**src/rtl/serial_subtractor.sv**
```systemverilog
// rtl/serial_subtractor.sv - digit-serial d = a - b - bin with start/busy/done handshake
// Optional macro SERIAL_SUBTRACTOR_SATURATE_EN clamps d to zero when the final borrow is set.
module serial_subtractor #(
  parameter int WIDTH = 8,
  parameter int DIGIT = 1
) (
  input  logic             clk,
  input  logic             rst,
  input  logic             start,
  input  logic [WIDTH-1:0] a,
  input  logic [WIDTH-1:0] b,
  input  logic             bin,
  output logic             busy,
  output logic             done,
  output logic [WIDTH-1:0] d,
  output logic             br,
  output logic             ovf
);
  localparam int NUM = WIDTH / DIGIT;
  localparam int CW  = (NUM > 1) ? $clog2(NUM) : 1;
  localparam logic [CW-1:0] LAST = CW'(NUM - 1);

  typedef enum logic [1:0] {IDLE, RUN, DONE} state_t;

  state_t           state, state_nxt;
  logic [WIDTH-1:0] a_sh, b_sh, res_sh, res_nxt, d_fin;
  logic             borrow;
  logic [CW-1:0]    cnt;
  logic             a_msb, b_msb;
  logic [DIGIT:0]   dig_diff;
  logic             last_dig;
  logic             ovf_nxt;

  // One digit of the subtraction; bit DIGIT is the digit's borrow-out.
  assign dig_diff = {1'b0, a_sh[DIGIT-1:0]} - {1'b0, b_sh[DIGIT-1:0]} - {{DIGIT{1'b0}}, borrow};
  assign last_dig = (cnt == LAST);

  generate
    if (DIGIT == WIDTH) begin : g_single
      assign res_nxt = dig_diff[DIGIT-1:0];
    end else begin : g_multi
      assign res_nxt = {dig_diff[DIGIT-1:0], res_sh[WIDTH-1:DIGIT]};
    end
  endgenerate

  // Overflow always judged on the unclamped difference.
  assign ovf_nxt = (a_msb ^ b_msb) & (a_msb ^ res_nxt[WIDTH-1]);

`ifdef SERIAL_SUBTRACTOR_SATURATE_EN
  assign d_fin = dig_diff[DIGIT] ? '0 : res_nxt;
`else
  assign d_fin = res_nxt;
`endif

  always_ff @(posedge clk or posedge rst) begin
    if (rst) begin
      state <= IDLE;
    end else begin
      state <= state_nxt;
    end
  end

  always_comb begin
    state_nxt = state;
    busy      = 1'b0;
    done      = 1'b0;
    case (state)
      IDLE: begin
        if (start) state_nxt = RUN;
      end
      RUN: begin
        busy = 1'b1;
        if (last_dig) state_nxt = DONE;
      end
      DONE: begin
        busy      = 1'b1;
        done      = 1'b1;
        state_nxt = IDLE;
      end
      default: state_nxt = IDLE;
    endcase
  end

  always_ff @(posedge clk or posedge rst) begin
    if (rst) begin
      a_sh   <= '0;
      b_sh   <= '0;
      res_sh <= '0;
      borrow <= 1'b0;
      cnt    <= '0;
      a_msb  <= 1'b0;
      b_msb  <= 1'b0;
      d      <= '0;
      br     <= 1'b0;
      ovf    <= 1'b0;
    end else begin
      case (state)
        IDLE: begin
          if (start) begin
            a_sh   <= a;
            b_sh   <= b;
            res_sh <= '0;
            borrow <= bin;
            cnt    <= '0;
            a_msb  <= a[WIDTH-1];
            b_msb  <= b[WIDTH-1];
          end
        end
        RUN: begin
          a_sh   <= a_sh >> DIGIT;
          b_sh   <= b_sh >> DIGIT;
          res_sh <= res_nxt;
          borrow <= dig_diff[DIGIT];
          cnt    <= cnt + CW'(1);
          // Published results change only here, on the last digit.
          if (last_dig) begin
            d   <= d_fin;
            br  <= dig_diff[DIGIT];
            ovf <= ovf_nxt;
          end
        end
        default: ;
      endcase
    end
  end
endmodule
```
**config.mk**
```make
export PLATFORM = sky130hd
export DESIGN_NAME = serial_subtractor
export DESIGN_NICKNAME = d
export VERILOG_FILES = /design/src/rtl/serial_subtractor.sv
export SDC_FILE = /design/constraint.sdc
export NUM_CORES = 1
export LEC_CHECK = 0
export ABC_AREA = 1
export ABC_CLOCK_PERIOD_IN_PS = 2800
export BUFFER_PORTS_ARGS = -buffer_cell sky130_fd_sc_hd__buf_4
export CORE_ASPECT_RATIO = 0.5
export CORE_MARGIN = 5
export CORE_UTILIZATION = 39
export DETAILED_ROUTE_END_ITERATION = 16
export SETUP_SLACK_MARGIN = 0.15
export SYNTH_ARGS = -nofsm -noshare
export SYNTH_HDL_FRONTEND = slang
export SYNTH_SLANG_ARGS = --single-unit
```
**constraint.sdc**
```tcl
create_clock -name clk -period 2.8 [get_ports clk]
set_input_delay 0.14 -clock clk [delete_from_list [all_inputs] [get_ports clk]]
set_output_delay 0.14 -clock clk [all_outputs]
set_load 0.01 [all_outputs]
```
==> results.md <==
- The run finished with clean final reports.
- The synthesized area divided by synthesized cell count is 8.30 sq um.
- Routability-driven placement finished with a final weighted congestion of 0.746.
- The flop and latch count out of synthesis is 41.
- The post-detailed-route DRC marker count is 0.
- The antenna diode instance count is 0.
- The count of cell instances traversed by the critical path is 6.
- Together, buffers and inverters on the worst path number 2.
- The number of clock sinks is 41.
- The power per standard cell area is 965 nW/um^2.
- The Yosys step of the flow raised 0 warnings.
- The maximum cell stage delay along the critical path is 400 ps.
- The worst register-to-register path has a setup slack of 1020 ps.
- The gate count of the mapped netlist is 230.
- For this run, global-route usage on met1 was measured as 0.177.
- STA puts the critical path data required time at 2960 ps.
- The first global-routing pass estimated 6870 microns of wire.
- The worst setup path is captured at a flop.
- The number of max-cap violations is 0.
- The end-of-flow core utilization is 0.479.
- The number of clock buffers added by TritonCTS is 5.
- The number of hold violations in the final report is 0.
- Setup repair after global routing left no endpoint under its margin.
- After routing, the total negative slack on setup checks comes to 0 ps.
- The via count of the first global-routing pass is 1,483.
- At the pin with the least slew margin, the transition time is 603 ps.
- The total setup violations reported at the end of the flow is 0.
- The CTS tree is done.
- After clock tree synthesis, the repair step resized 0 gates.
- The total global routing track utilization is 0.139.
- The distinct cell type count of the synthesized netlist is 14.
- The clock arrives with 7.93 ps of skew.
- By area the synthesized netlist is led by sky130_fd_sc_hd__dfrtp_1, sky130_fd_sc_hd__nand2_1, sky130_fd_sc_hd__nand3_1.
- The length in cells of the worst reg-to-reg path is 6.
- The number of nets with antenna violations after routing is 0.
- The number of antenna violations at the first check in global routing is 0.
- In this run the worst setup path terminates at cnt[0].
- At the end of the flow, the number of nets in the layout was 288.
- The clock edge transition at the registers on the reported setup and hold paths is 80 ps.
- For this block, the via count after detailed routing is 1,535.
- The met3 track utilization from global routing is 0.0413.
- The category of the most critical setup path is flop to flop.
- The cell taking the most area after synthesis is sky130_fd_sc_hd__dfrtp_1.
- The highest fanout seen on the critical path is 26.
- The final layout contains routed wiring with a total length of 3880 microns.
- The portion of the clock cycle consumed by the worst path in the final layout is 0.637.
- In the post-synthesis netlist, the cell with the most instances is sky130_fd_sc_hd__nand2_1.
- The detailed-placement wirelength estimate is 2690 microns.
- The number of enable flip-flop cells after synthesis is 0.
- Among all stages on the critical path, the largest delay is contributed by sky130_fd_sc_hd__dfrtp_1.
- The worst setup path is launched from a flop.
- In the synthesized netlist the async set-or-reset flop fraction comes to 1.00.
- The most critical setup path has its startpoint at state[1].
- The smallest clock period supported by the final layout is computed as 1780 ps.
- Entering global routing, the biggest net connects 28 pins.
- When the netlist entered floorplanning its net count stood at 256.
- In the synthesized netlist the dominant register cell turns out to be sky130_fd_sc_hd__dfrtp_1.
- The commonest cells after synthesis are sky130_fd_sc_hd__nand2_1, sky130_fd_sc_hd__dfrtp_1, sky130_fd_sc_hd__nand3_1.
- In this run the static leakage power is 1.25 nW.
- The die area is 6480 sq um.
- The height of the die is 59.5 microns.
- Of the cells placed in the final design, the portion with a size suffix greater than 1 is 0.175.
- The worst hold-check slack is 85.8 ps.
- The max-slew violation count is 0.
- The standard-cell row count is 18.
- From left edge to right edge, the die measures 109 microns.
- The detail-routed via count per cell is 4.61.
- In this run the number of H-tree levels came out at 2.
- The worst flop-to-flop path endpoint is cnt[0].
- The global-route met2 utilization is 0.221.
- The cell family contributing the most delay on the critical path is simple AND/OR/NAND/NOR gates.
- The headroom to the max-slew limit is 0.598.
- Derived from the worst setup path, the maximum achievable clock frequency is 560 MHz.
- In this run the worst hold path is classified as input port to flop.
- The initial standard-cell utilization of the core is 0.396.
- The total global routing overflow is 0.
- The buffers inserted during post-CTS setup optimization is 0.
- The clock latency on the worst-skew pair is 290 ps.
- The maximum clock path buffer count is 2.
- The share of the Yosys chip area taken by registers is 0.538.
- Of the post-synthesis cell area, the dominant cell type holds 0.538.
- The start of the worst register-to-register path is state[1].
- The area of the core is 4820 sq um.
- The boundary pin count is 32.
- Before antenna repair, the detailed router went through 4 iterations.
- The cell area that synthesis handed to floorplanning was 1910 sq um.
- Traced cell by cell, the critical path runs through inv_1 -> ha_1 -> buf_4 -> nand2_2 -> nand2_4 -> mux2i_1.
- The signed area change from the synthesized netlist to the final layout is 21.0%.
- In the final routed layout, each cell accounts on average for 11.6 microns.
- The endpoint arrival time on the critical path is 1950 ps.
- The tree is rooted in a sky130_fd_sc_hd__clkbuf_8.
- The design draws 2.23 mW.
- The count of port buffers added during placement is 31.
- The DRC violation total after the first TritonRoute iteration is 57.
- The worst voltage drop across the vdd grid is 0.288 mV.
- The global routing's busiest layer is met2.
[layout by cell type (no fill, tap or decap)]
cell type	instances
sky130_fd_sc_hd__buf_4	33
sky130_fd_sc_hd__bufinv_16	1
sky130_fd_sc_hd__clkbuf_8	5
sky130_fd_sc_hd__clkinv_4	1
sky130_fd_sc_hd__clkinvlp_4	1
sky130_fd_sc_hd__dfrtp_1	41
sky130_fd_sc_hd__dlygate4sd3_1	1
sky130_fd_sc_hd__fa_1	1
sky130_fd_sc_hd__ha_1	5
sky130_fd_sc_hd__inv_1	18
sky130_fd_sc_hd__inv_2	1
sky130_fd_sc_hd__mux2i_1	1
sky130_fd_sc_hd__nand2_1	98
sky130_fd_sc_hd__nand2_2	3
sky130_fd_sc_hd__nand2_4	1
sky130_fd_sc_hd__nand3_1	29
sky130_fd_sc_hd__o21ai_0	23
[report_power, final]
| part | switching [mW] | internal [mW] | leakage [nW] | total, mW |
|---|---|---|---|---|
| Clock | 0.208 | 0.267 | 0.0543 | 0.475 |
| Sequential | 0.114 | 0.807 | 0.538 | 0.921 |
| Combinational | 0.531 | 0.300 | 0.658 | 0.831 |
| Total | 0.853 | 1.37 | 1.25 | 2.23 |
[timing repair]
action | in CTS | in global routing
endpoints found under the hold margin | 14 | 0
endpoints found under the setup margin | 0 | 0
hold buffers | 1 | 0
[through the flow]
stage	cells	area (sq um)	setup WS (ps)
6_report	333	2310	1020
5_1_grt	333	2310	848
4_1_cts	333	2310	979
3_5_place_dp	324	2180	997
3_3_place_gp	324	2180	1060
2_1_floorplan	230	1910	1510
[state kept, by name (all words and copies together), names as in the netlist, 2 cells and up]
signal	count
state	2
cnt	3
b_sh	8
a_sh	8
res_sh	7
d	8
[worst min path at each step]
stage                     depth (start not counted)  slack, ps  startpoint       end
after floorplan                                   2        270        a[7]     a_msb
after global placement                            2        240         rst  state[1]
after detailed placement                          2        250         rst  state[1]
after CTS                                         3         70        a[7]     a_msb
after global routing                              3        110        b[7]     b_msb
final                                             3         90        a[7]     a_msb
[final cells by class]
cell class              count  area (sq um)
clock buffers               5          68.8
clock inverters             3          46.3
fillers                   512          2510
inverters                  19          71.3
multi-input cells         161           751
flip-flops and latches     41          1030
well taps                  70          87.6
repair buffers             34           258
[metal layers]
layer / wire, microns / vias to the layer above
li1: - / 790
met1: 1870 / 717
met2: 1790 / 21
met3: 150 / 7
met4: 63 / 0
met5: 0 / -
[worst min-delay path: cells and delay by family]
family | cells | cell delay, ps
buffers and inverters | 1 | 80
AOI/OAI and AO/OA | 1 | 70
and+or+nand+nor | 1 | 60
[cell families after synthesis]
logic type               Yosys count  synth area share
AND/OR/NAND/NOR                  131             0.285
flip-flops                        41             0.538
buffers and inverters             28            0.0688
AO/OA/AOI/OAI                     23            0.0603
adder cells (fa/ha/maj)            6            0.0433
multiplexers                       1           0.00525
Note: power is estimated with default switching activity, not from simulation.
